## src/rtl/y86_mem_port_arbiter.sv

```systemverilog
// Round-robin arbiter that shares the y86 unified memory port between fetch,
// memory stage and loader. Each access runs through IDLE -> ACCESS -> RESP.
module y86_mem_port_arbiter #(
    parameter int WIDTH    = 64,
    parameter int MAX_WAIT = 8
) (
    input  logic                 clk,
    input  logic                 rst_n,
    input  logic [2:0]           req,
    input  logic [2:0]           we,
    input  logic [3*WIDTH-1:0]   addr_flat,
    input  logic [3*WIDTH-1:0]   wdata_flat,
    output logic                 mem_en,
    output logic                 mem_we,
    output logic [WIDTH-1:0]     mem_addr,
    output logic [WIDTH-1:0]     mem_wdata,
    input  logic [WIDTH-1:0]     mem_rdata,
    input  logic                 mem_ready,
    output logic [1:0]           sel,
    output logic [WIDTH-1:0]     rdata,
    output logic [2:0]           ack,
    output logic                 err,
    output logic                 busy
);

    typedef enum logic [1:0] {
        ST_IDLE   = 2'd0,
        ST_ACCESS = 2'd1,
        ST_RESP   = 2'd2
    } state_t;

    localparam logic [7:0] LP_LAST_WAIT = 8'(MAX_WAIT - 1);

    state_t                 r_state;
    state_t                 w_state_nxt;
    logic [1:0]             r_rr_ptr;
    logic [7:0]             r_wait_cnt;
    logic [1:0]             r_sel;
    logic                   r_we;
    logic                   r_err;
    logic [WIDTH-1:0]       r_addr;
    logic [WIDTH-1:0]       r_wdata;
    logic [WIDTH-1:0]       r_rdata;

    logic [2:0]             w_rot_req;
    logic [1:0]             w_offset;
    logic [2:0]             w_win_sum;
    logic [1:0]             w_win;
    logic [WIDTH-1:0]       w_mux_addr;
    logic [WIDTH-1:0]       w_mux_wdata;
    logic                   w_mux_we;
    logic                   w_grant;
    logic                   w_done_ok;
    logic                   w_timeout;
    logic                   w_resp;

    // Rotate requests so the current round-robin head sits at bit 0, then
    // take the lowest set bit as the offset from the head.
    always_comb begin
        w_rot_req = req;
        case (r_rr_ptr)
            2'd1:    w_rot_req = {req[0], req[2], req[1]};
            2'd2:    w_rot_req = {req[1], req[0], req[2]};
            default: w_rot_req = req;
        endcase

        w_offset = 2'd2;
        if (w_rot_req[0]) begin
            w_offset = 2'd0;
        end else if (w_rot_req[1]) begin
            w_offset = 2'd1;
        end

        w_win_sum = {1'b0, r_rr_ptr} + {1'b0, w_offset};
        w_win     = 2'd0;
        case (w_win_sum)
            3'd0:    w_win = 2'd0;
            3'd1:    w_win = 2'd1;
            3'd2:    w_win = 2'd2;
            3'd3:    w_win = 2'd0;
            3'd4:    w_win = 2'd1;
            default: w_win = 2'd0;
        endcase
    end

    always_comb begin
        w_mux_addr  = addr_flat[WIDTH-1:0];
        w_mux_wdata = wdata_flat[WIDTH-1:0];
        w_mux_we    = we[0];
        case (w_win)
            2'd1: begin
                w_mux_addr  = addr_flat[2*WIDTH-1:WIDTH];
                w_mux_wdata = wdata_flat[2*WIDTH-1:WIDTH];
                w_mux_we    = we[1];
            end
            2'd2: begin
                w_mux_addr  = addr_flat[3*WIDTH-1:2*WIDTH];
                w_mux_wdata = wdata_flat[3*WIDTH-1:2*WIDTH];
                w_mux_we    = we[2];
            end
            default: begin
                w_mux_addr  = addr_flat[WIDTH-1:0];
                w_mux_wdata = wdata_flat[WIDTH-1:0];
                w_mux_we    = we[0];
            end
        endcase
    end

    always_ff @(posedge clk or negedge rst_n) begin
        if (!rst_n) begin
            r_state <= ST_IDLE;
        end else begin
            r_state <= w_state_nxt;
        end
    end

    always_comb begin
        w_state_nxt = r_state;
        w_grant     = 1'b0;
        w_done_ok   = 1'b0;
        w_timeout   = 1'b0;
        w_resp      = 1'b0;
        mem_en      = 1'b0;
        mem_we      = 1'b0;
        busy        = 1'b0;
        case (r_state)
            ST_IDLE: begin
                if (req != 3'b000) begin
                    w_grant     = 1'b1;
                    w_state_nxt = ST_ACCESS;
                end
            end
            ST_ACCESS: begin
                mem_en = 1'b1;
                mem_we = r_we;
                busy   = 1'b1;
                if (mem_ready) begin
                    w_done_ok   = 1'b1;
                    w_state_nxt = ST_RESP;
                end else if (r_wait_cnt == LP_LAST_WAIT) begin
                    w_timeout   = 1'b1;
                    w_state_nxt = ST_RESP;
                end
            end
            ST_RESP: begin
                busy        = 1'b1;
                w_resp      = 1'b1;
                w_state_nxt = ST_IDLE;
            end
            default: begin
                w_state_nxt = ST_IDLE;
            end
        endcase
    end

    always_ff @(posedge clk or negedge rst_n) begin
        if (!rst_n) begin
            r_rr_ptr   <= 2'd0;
            r_wait_cnt <= 8'd0;
            r_sel      <= 2'd0;
            r_we       <= 1'b0;
            r_err      <= 1'b0;
            r_addr     <= '0;
            r_wdata    <= '0;
            r_rdata    <= '0;
        end else begin
            if (w_grant) begin
                r_addr     <= w_mux_addr;
                r_wdata    <= w_mux_wdata;
                r_we       <= w_mux_we;
                r_sel      <= w_win + 2'd1;
                r_wait_cnt <= 8'd0;
                r_err      <= 1'b0;
            end
            if (w_done_ok) begin
                r_err <= 1'b0;
                if (!r_we) begin
                    r_rdata <= mem_rdata;
                end
            end else if (w_timeout) begin
                r_err <= 1'b1;
            end else if (r_state == ST_ACCESS) begin
                r_wait_cnt <= r_wait_cnt + 8'd1;
            end
            // The head moves to the requester after the winner; sel itself
            // already equals winner+1, with 3 wrapping to 0.
            if (w_resp) begin
                r_rr_ptr <= (r_sel == 2'd3) ? 2'd0 : r_sel;
                r_sel    <= 2'd0;
            end
        end
    end

    always_comb begin
        ack = 3'b000;
        if (r_state == ST_RESP) begin
            case (r_sel)
                2'd1:    ack = 3'b001;
                2'd2:    ack = 3'b010;
                2'd3:    ack = 3'b100;
                default: ack = 3'b000;
            endcase
        end
    end

    assign err       = (r_state == ST_RESP) && r_err;
    assign sel       = r_sel;
    assign mem_addr  = r_addr;
    assign mem_wdata = r_wdata;
    assign rdata     = r_rdata;

endmodule

```

## config.mk

```make
export PLATFORM = sky130hd
export DESIGN_NAME = y86_mem_port_arbiter
export DESIGN_NICKNAME = d
export VERILOG_FILES = /design/src/rtl/y86_mem_port_arbiter.sv
export SDC_FILE = /design/constraint.sdc
export NUM_CORES = 1
export LEC_CHECK = 0
export CAP_MARGIN = 25
export CORE_AREA = 2 2 254 256
export DETAILED_ROUTE_END_ITERATION = 10
export DIE_AREA = 0 0 256 258
export PLACE_DENSITY = 0.38
export REMOVE_ABC_BUFFERS = 1
export SLEW_MARGIN = 10
export SYNTH_ARGS = -nofsm -noshare
export SYNTH_HDL_FRONTEND = slang
export SYNTH_SLANG_ARGS = --single-unit
export TNS_END_PERCENT = 100
```

## constraint.sdc

```tcl
create_clock -name clk -period 3.95 [get_ports clk]
set_input_delay 1.185 -clock clk [delete_from_list [all_inputs] [get_ports clk]]
set_output_delay 1.185 -clock clk [all_outputs]
set_load 0.02 [all_outputs]
```

==> flow_summary_export.csv, run 1 <==
group,metric,value,unit
grt,grt_max_degree,90,
placed_design,place_inst,2576,
floorplanning,die_h,258,um
worst_setup_path,cp.arrival,4.10,ns
placed_design,dpl-instance-area,18100,um^2
run_status,status,"completed",
clocking,insertion_delay,0.57,ns
min_path,min_path_type,"reg -> reg",
yosys,syn_inst,1105,
yosys,synth_seq_cells,208,
floorplanning,die_w,256,um
floorplanning,initial_core_util,16.0,%
sta,hold_viol,0,
grt,grtUsageMet1,16.3,%
worst_setup_path,worstPathCellList,"dlymetal6s2s_1 > nand2_1 > a211oi_2 > a31oi_1 > o22ai_1 > ha_2 > inv_1 > fa_1 > or3b_4 > inv_2 > ha_4 > buf_16 > buf_4 > a22oi_1 > nor2_1 > a21oi_1 > o21ai_1",
floorplanning,coreArea,63600,um^2
layout,design_area,19300,um^2
floorplanning,num_rows,93,
grt,grtUsageMet2,25.8,%
worst_setup_path,cp_max_fo,6,
layout,register_area,5200,um^2
layout,multi_input_area,4590,um^2
clocking,cts_tree,"built",
sta,max_slew_margin,36.2,%
worst_setup_path,critPathTopFamily,"adder cells",
layout,drive_above_1_share,10.6,%
detailed_routing,postRouteAntennaNets,0,
clocking,numCtsBuffers,29,
yosys,netlist_area,10200,um^2
clocking,cts_sinks,208,
grt,grt_pass1_vias,11200,
sta,worst_pin_slew,0.946,ns
pwr,vdd.ir_drop.worst,0.615,mV
pwr,power_density,1060,nW/um^2
layout,syn_to_final_growth,89.8,%
sta,period_needed,3.60,ns
grt,grt_usage,14.4,%
yosys,avgSynthCellArea,9.20,um^2
pwr,leakagePower,7.60,nW
detailed_routing,wirelength,51200,um
layout,n_antenna_cell,0,
layout,final_core_utilization,30.3,%
layout,stdcell_count,2635,
yosys,synth_cell_types,38,
clocking,clkTransAtPathRegs,0.06,ns
worst_setup_path,end_kind,"flop",
detailed_routing,drtPass1Iterations,6,
worst_setup_path,cp_slowest_cell,"fa_1",
detailed_routing,vias,10700,
grt,grt_antenna_before_repair,3,
floorplanning,dieArea,66000,um^2
sta,fin_skew,0.0108,ns
sta,slew_violations,0,
worst_setup_path,crit_type,"in -> reg",
detailed_routing,drtIter0Drc,367,
grt,grt_util_met3,5.44,%
sta,rsz0062_at_grt,"no",
detailed_routing,wl_per_cell,19.4,um
worst_setup_path,cp.buffers_inverters,5,
grt,grt.overflow.total,0,
worst_setup_path,startpoint_type,"input port",
job,drv_cap,0,
grt,grt_pass1_wl,72900,um
clocking,clk_path_buf_depth,3,
placed_design,place.gp.congestion,0.788,
placed_design,post-dp-hpwl,38300,um
detailed_routing,routed_via_density,4.07,
clocking,root_buffer,"clkbuf_16",
clocking,htree_levels,1,
worst_setup_path,max_stage_delay,0.46,ns
clocking,ctsHoldBuffers,0,
layout,nNetsFinal,2230,
yosys,ys_warn_count,0,
sta,period_share,91.2,%
sta,finalSetupViolations,0,
detailed_routing,drc,0,
floorplanning,ioPinCount,658,
worst_setup_path,required,4.44,ns
placed_design,portBuffers,657,
yosys,ys_seq_area_share,51.2,%
sta,fmax,278,MHz
grt,top_usage_layer,"met2",
layout,nFillCells,6717,
[final timing paths]
path,startpoint,end,slack (ns),cells past startpoint
setup / recovery,req[0],mem_wdata[47],0.35,17
hold / removal,mem_wdata[41],mem_wdata[41],0.47,2
min in group asynchronous,rst_n,rdata[1],0.60,1
setup reg to reg,r_rr_ptr[0],mem_wdata[47],0.38,18
max in group asynchronous,rst_n,mem_addr[43],2.47,2
hold reg to reg,mem_wdata[41],mem_wdata[41],0.47,2
[cell usage in the layout, fill, tap and decap left out, types with 16 or more instances in the layout]
| cell type | n |
|---|---|
| clkdlybuf4s50_1 | 653 |
| dfrtp_1 | 208 |
| nand2_1 | 138 |
| nor2_1 | 136 |
| a21oi_1 | 135 |
| a22oi_1 | 125 |
| o21ai_0 | 102 |
| mux2_2 | 64 |
| buf_4 | 36 |
| clkbuf_16 | 33 |
| o21ai_1 | 32 |
| buf_12 | 16 |
[worst register-to-register path, stage by stage, from the launching register on]
cell      delay (ns)
dfrtp_1         0.40
inv_1           0.09
ha_1            0.21
nand2_1         0.08
a211oi_2        0.18
a31oi_1         0.06
o22ai_1         0.20
ha_2            0.19
inv_1           0.05
fa_1            0.46
or3b_4          0.41
inv_2           0.08
ha_4            0.30
buf_16          0.18
buf_4           0.16
a22oi_1         0.07
nor2_1          0.21
a21oi_1         0.07
o21ai_1         0.11
[final cells by class]
| class | count | area share, % |
|---|---|---|
| tap | 855 | 5.55 |
| sequential | 208 | 27.0 |
| clock inverter | 7 | 0.350 |
| timing repair buffer | 722 | 38.8 |
| inverter | 9 | 0.175 |
| multi-input combinational | 793 | 23.8 |
| clock buffer | 41 | 4.31 |
[through the flow]
step,power [mW],TNS [ns],hold slack (ns),setup WS [ns]
after floorplan,8.51,-492.04,0.461,-3.62
after global placement,16.8,-75.13,0.464,-0.719
after detailed placement,16.9,-76.22,0.469,-0.726
after CTS,20.2,0,0.482,0.0448
after global routing,22.1,0,0.504,0.195
final,20.4,0,0.474,0.347
[sequential cells by signal (all words and copies together) (netlist names), 2 cells and up]
register / cells
mem_addr: 64
mem_wdata: 64
r_rr_ptr: 2
r_state: 2
r_wait_cnt: 8
rdata: 64
sel: 2
[routing by layer]
metal | vias up | share of wire [%]
li1 | 5236 | -
met1 | 4978 | 39
met2 | 440 | 50
met3 | 57 | 9.2
met4 | 2 | 1.9
met5 | - | 0.025
[logic make-up after synthesis]
| kind of cell | synth area share, % |
|---|---|
| and+or+nand+nor | 11.9 |
| muxes | 7.09 |
| xor gates and xnor gates | 0.172 |
| adders and majority gates | 1.30 |
| AOI/OAI and AO/OA | 24.0 |
| buffers and inverters | 4.27 |
| DFF | 51.2 |
[repair_timing]
item | 4_1_cts | 5_1_grt
endpoints found under the hold margin | 0 | 0
pin swaps | 2 | 8
gates cloned | 3 | 6
setup endpoints to repair | 32 | 120
resized for setup | 5 | 20
setup buffers | 0 | 2
[power by group]
| group | internal (mW) | switching [mW] | total [mW] | leakage (nW) |
|---|---|---|---|---|
| logic | 6.35 | 7.78 | 14.1 | 4.56 |
| registers | 3.18 | 0.535 | 3.71 | 2.59 |
| clock network | 1.51 | 1.02 | 2.53 | 0.446 |
[Yosys cell counts, drive strengths merged]
master	instances	share of area, %
dfrtp	208	51
a21o	1	0.074
inv	9	0.33
o21ai	134	6.6
a22oi	130	9.6
and2	5	0.31
a31oi	2	0.12
xor2	1	0.086
a21oi	135	6.6
mux2	64	7.1
buf	28	1.5
or3	2	0.17
nand4	2	0.12
nand2b	1	0.062
xnor2	1	0.086
a311o	1	0.098
nor2b	3	0.18
o41ai	1	0.16
nor3	2	0.098
clkbuf	67	2.5
and3	3	0.20
nand3b	1	0.074
nor4	1	0.062
nand2	138	5.1
ha	9	1.1
o22ai	4	0.25
o211ai	2	0.15
o31ai	1	0.21
fa	1	0.20
nand3	8	0.39
or3b	1	0.086
nor2	137	5.1
a211oi	2	0.15
(Power assumes the default switching activity.)
==> run 2, diff against run 1 <==
MAX_ROUTING_LAYER = met4   (was default)
SLEW_MARGIN = 20   (was 10)
==> run 2 against run 1 <==
Core utilization hardly changed. Clock-buffer cell count stayed put. Critical path type unchanged. Setup slack better by 0.0074 ns. Sequential power hardly changed. Largest cell class unchanged. Design area hardly changed.
==> flow_summary_export.csv, run 2 (synthesized netlist as in run 1, its figures left out) <==
group,metric,value,unit
floorplanning,dieArea,66000,um^2
sta,slew_violations,0,
pwr,internal-power,11.0,mW
clocking,insertion_delay,0.56,ns
min_path,hold_end,"mem_addr[48]",
floorplanning,die_h,258,um
worst_setup_path,required,4.44,ns
layout,syn_to_final_growth,89.7,%
sta,worst_pin_slew,0.960,ns
sta,finalSetupViolations,0,
sta,timing.final.ws_setup,0.354,ns
pwr,power_density,1060,nW/um^2
floorplanning,initial_core_util,16.0,%
worst_setup_path,rrSetupSlack,0.38,ns
min_path,hold_path_startpoint,"mem_addr[48]",
detailed_routing,drtIter0Drc,378,
worst_setup_path,cp.arrival,4.09,ns
detailed_routing,vias,10700,
worst_setup_path,reg2reg_to,"mem_wdata[47]",
sta,period_share,91.0,%
detailed_routing,routed_via_density,4.08,
layout,multi_input_area,4590,um^2
detailed_routing,wl_per_cell,19.4,um
grt,grt_pass1_vias,11200,
pwr,power.switching,9.33,mW
worst_setup_path,startpoint_type,"input port",
pwr,switching_share,45.8,%
worst_setup_path,reg2reg_from,"r_rr_ptr[0]",
min_path,min_path_type,"reg -> reg",
detailed_routing,wirelength,51100,um
clocking,clk_path_buf_depth,3,
worst_setup_path,cp_max_fo,6,
floorplanning,coreArea,63600,um^2
sta,fmax,278,MHz
grt,grt_usage,14.9,%
layout,nFillCells,6716,
pwr,leakagePower,7.60,nW
grt,grt.overflow.total,0,
floorplanning,ioPinCount,658,
placed_design,post-dp-hpwl,38300,um
run_status,status,"completed",
sta,period_needed,3.60,ns
worst_setup_path,r2r.worst_path.cells,18,
clocking,cts_tree,"built",
sta,rsz0062_at_grt,"no",
layout,drive_above_1_share,10.6,%
clocking,root_buffer,"clkbuf_16",
layout,final_cell_mix,"clkdlybuf4s50_1, dfrtp_1, nand2_1",
clocking,cts_sinks,208,
placed_design,place.gp.congestion,0.799,
pwr,power.share.sequential,18.2,%
worst_setup_path,crit_type,"in -> reg",
min_path,holdPathStages,2,
clocking,numCtsBuffers,29,
clocking,htree_levels,1,
clocking,ctsHoldBuffers,0,
clocking,clkTransAtPathRegs,0.06,ns
pwr,power_frac_clock,12.4,%
detailed_routing,drtPass1Iterations,7,
sta,fin_skew,0.00761,ns
worst_setup_path,end_kind,"flop",
pwr,combPwrFrac,69.4,%
job,drv_cap,0,
placed_design,portBuffers,657,
placed_design,preCtsSetupSlack,-0.726,ns
pwr,vdd.ir_drop.worst,0.618,mV
floorplanning,die_w,256,um
sta,max_slew_margin,35.3,%
layout,register_area,5200,um^2
sta,hold_viol,0,
detailed_routing,postRouteAntennaNets,0,
grt,grt_pass1_wl,72700,um
grt,grt_antenna_before_repair,3,
layout,mostFrequentLayoutCell,"clkdlybuf4s50_1",
grt,grt_max_degree,90,
layout,nNetsFinal,2230,
pwr,power.total,20.4,mW
floorplanning,num_rows,93,
detailed_routing,drc,0,
## run 2: cell count changes in the layout (fill, tap and decap cells not counted), sizes merged
cell / previous run / this run
diode: 0 / 1
## run 2: layout make-up
cell class / instances / area share (%)
Antenna cell: 1 / 0.0130
Sequential cell: 208 / 27.0
Clock buffer: 41 / 4.31
Timing Repair Buffer: 722 / 38.9
Inverter: 9 / 0.175
Multi-Input combinational cell: 793 / 23.8
Clock inverter: 7 / 0.350
Tap cell: 855 / 5.55
## run 2: worst max path at each step
stage | startpoint | end | slack (ns)
2_1_floorplan | req[0] | mem_addr[0] | -3.62
3_3_place_gp | req[0] | mem_wdata[47] | -0.72
3_5_place_dp | req[0] | mem_wdata[47] | -0.73
4_1_cts | req[0] | mem_wdata[47] | 0.04
5_1_grt | r_rr_ptr[0] | mem_addr[38] | 0.20
6_report | req[0] | mem_wdata[47] | 0.35
## run 2: critical path: stages
cell and delay (ns):
dlymetal6s2s_1 0.11, nand2_1 0.07, a211oi_2 0.18, a31oi_1 0.06, o22ai_1 0.20, ha_2 0.19
inv_1 0.05, fa_1 0.46, or3b_4 0.41, inv_2 0.08, ha_4 0.29, buf_16 0.18
buf_4 0.15, a22oi_1 0.07, nor2_1 0.21, a21oi_1 0.07, o21ai_1 0.11
## run 2: routing by layer
metal  part of all wire (%)  up-vias  wire length, um  global-route usage, %
li1                       -     5247                -                      -
met1                     40     4980            20200                   16.5
met2                     50      461            25400                   25.9
met3                    8.8       58             4480                   5.03
met4                    2.1        0             1070                   3.01
met5                      0        -                0                      -
## run 2: per-stage QoR
stage	cells	setup TNS (ns)	cell area (um^2)	hold WS (ns)	utilization, %
after floorplan	1010	-492.04	9770	0.461	-
final	2636	0	19300	0.473	30.3
after global placement	2576	-75.13	18100	0.464	28.4
after global routing	2636	0	19300	0.504	30.3
after detailed placement	2576	-76.22	18100	0.469	28.4
after CTS	2627	0	19100	0.482	30.0
## run 2: power groups by stage
stage	registers [mW]	logic [mW]	clock network (mW)
4_1_cts	3.74	13.8	2.65
5_1_grt	3.85	15.5	2.73
3_3_place_gp	3.73	13.1	0
2_1_floorplan	4.78	3.74	0
6_report	3.71	14.1	2.53
3_5_place_dp	3.76	13.1	0
## run 2: timing repair
| item | in CTS | in global routing |
|---|---|---|
| setup buffers | 0 | 2 |
| pin swaps | 2 | 8 |
| gates cloned | 3 | 6 |
| setup endpoints to repair | 32 | 120 |
| resized for setup | 5 | 19 |
==> run 3, diff against run 2 <==
CORE_AREA = 2 2 256 258   (was 2 2 254 256)
DIE_AREA = 0 0 258 260   (was 0 0 256 258)
DONT_BUFFER_PORTS = 1   (was default)
PLACE_DENSITY = 0.3   (was 0.38)
==> run 3 against run 2 <==
Fmax shrank 0.32%. Routed wire length shrank 25%. First-iteration DRC count grew 12%. Clock skew grew 0.0010 ns.
==> flow_summary_export.csv, run 3 (synthesized netlist as in run 1, its figures left out) <==
group,metric,value,unit
grt,grt_usage,10.7,%
detailed_routing,drtIter0Drc,422,
min_path,min_path_type,"in -> async",
sta,fmax,277,MHz
sta,slew_violations,0,
pwr,power_density,1400,nW/um^2
layout,final_cell_mix,"dfrtp_1, nand2_1, nor2_1",
detailed_routing,vias,8217,
clocking,clk_path_buf_depth,3,
sta,finalSetupViolations,0,
detailed_routing,dr_wl_met3,4060,um
layout,nNetsFinal,1575,
floorplanning,initial_core_util,15.9,%
clocking,cts_sinks,208,
placed_design,portBuffers,0,
placed_design,preCtsSetupSlack,-0.293,ns
run_status,status,"completed",
detailed_routing,routed_via_density,4.14,
layout,syn_to_final_growth,23.3,%
worst_setup_path,cp.buffers_inverters,4,
grt,grt_max_degree,209,
sta,hold_viol,0,
grt,grt_pass1_vias,8244,
grt,grt_antenna_before_repair,9,
sta,period_share,91.3,%
sta,fin_skew,0.00862,ns
floorplanning,die_w,258,um
layout,drive_above_1_share,16.4,%
clocking,root_buffer,"clkbuf_16",
sta,max_slew_margin,38.5,%
worst_setup_path,crit_type,"reg -> reg",
clocking,htree_levels,1,
worst_setup_path,max_stage_delay,0.46,ns
sta,rsz0062_at_grt,"no",
worst_setup_path,startpoint_type,"flop",
worst_setup_path,critPathTopFamily,"adder cells",
clocking,insertion_delay,0.55,ns
detailed_routing,route.met2.wl,19600,um
sta,timing.final.ws_setup,0.343,ns
floorplanning,ioPinCount,658,
detailed_routing,drtPass1Iterations,5,
pwr,power.share.sequential,29.3,%
floorplanning,coreArea,64100,um^2
grt,grt.overflow.total,0,
layout,multi_input_area,4550,um^2
worst_setup_path,cp_max_fo,57,
pwr,power.switching,8.55,mW
worst_setup_path,end_kind,"flop",
job,drv_cap,0,
detailed_routing,postRouteAntennaNets,0,
detailed_routing,drc,0,
pwr,leakagePower,4.96,nW
grt,grt_pass1_wl,53200,um
floorplanning,die_h,260,um
worst_setup_path,rrSetupSlack,0.34,ns
clocking,clkTransAtPathRegs,0.06,ns
detailed_routing,wirelength,38500,um
pwr,power_frac_clock,14.7,%
sta,worst_pin_slew,0.913,ns
pwr,vdd.ir_drop.worst,1.13,mV
placed_design,post-dp-hpwl,28600,um
floorplanning,dieArea,67100,um^2
pwr,power.total,17.5,mW
placed_design,place.gp.congestion,0.753,
layout,register_area,5200,um^2
worst_setup_path,cp.arrival,4.00,ns
clocking,cts_tree,"built",
clocking,numCtsBuffers,27,
pwr,switching_share,48.8,%
worst_setup_path,worstPathCellList,"inv_1 > ha_1 > nand2_1 > a211oi_1 > a31oi_1 > o22ai_1 > ha_1 > inv_1 > fa_1 > or3b_4 > ha_4 > buf_12 > buf_6 > a22oi_1 > nor2_1 > a21oi_1 > o21ai_0",
worst_setup_path,cp_slowest_cell,"fa_1",
detailed_routing,top_layer,"met4",
sta,period_needed,3.61,ns
detailed_routing,met1_length,13900,um
clocking,ctsHoldBuffers,0,
layout,nFillCells,7102,
detailed_routing,wl_per_cell,19.4,um
pwr,internal-power,8.98,mW
floorplanning,num_rows,93,
worst_setup_path,required,4.35,ns
layout,mostFrequentLayoutCell,"dfrtp_1",
pwr,combPwrFrac,56.0,%
[run 3: area by class of cell]
type                            instances  share of cell area (%)
Antenna cell                            5                  0.0998
Clock buffer                           37                    6.25
Clock inverter                         11                    1.19
Inverter                                9                   0.270
Multi-Input combinational cell        793                    36.3
Sequential cell                       208                    41.5
Tap cell                              855                    8.53
Timing Repair Buffer                   69                    5.80
[run 3: timing repair]
action,in CTS,in global routing
setup buffers,0,1
endpoints found under the hold margin,0,0
setup endpoints to repair,0,16
resized for setup,0,3
[run 3: final timing paths]
kind	startpoint	end	cells after the start
min reg2reg	r_we	r_we	2
min in group clk	r_we	r_we	2
max in group asynchronous	rst_n	mem_wdata[14]	0
min	rst_n	mem_addr[39]	0
max reg2reg	r_rr_ptr[0]	mem_addr[36]	17
max	r_rr_ptr[0]	mem_addr[36]	17
[run 3: power groups by stage]
stage / logic, mW / clock network [mW] / registers, mW
3_3_place_gp: 9.65 / 0 / 5.25
2_1_floorplan: 3.74 / 0 / 4.78
4_1_cts: 9.75 / 2.72 / 5.18
3_5_place_dp: 9.77 / 0 / 5.20
5_1_grt: 11.1 / 2.80 / 5.27
6_report: 9.82 / 2.57 / 5.13
[run 3: routing by layer]
metal | global-route usage (%) | up-vias
met3 | 4.04 | 53
met1 | 11.0 | 3760
met4 | 2.99 | 0
met5 | - | -
met2 | 19.1 | 468
li1 | - | 3936
[run 3: stage by stage]
stage / util, % / hold slack, ns / instances / setup TNS (ns) / instance area, um^2
after floorplan: - / 0.461 / 1010 / -492.04 / 9770
after global routing: 19.6 / 0.285 / 1987 / 0 / 12500
after global placement: 18.0 / 0.479 / 1931 / -14.00 / 11500
after detailed placement: 18.0 / 0.491 / 1931 / -14.43 / 11500
after CTS: 19.4 / 0.279 / 1979 / 0 / 12500
final: 19.6 / 0.339 / 1987 / 0 / 12500
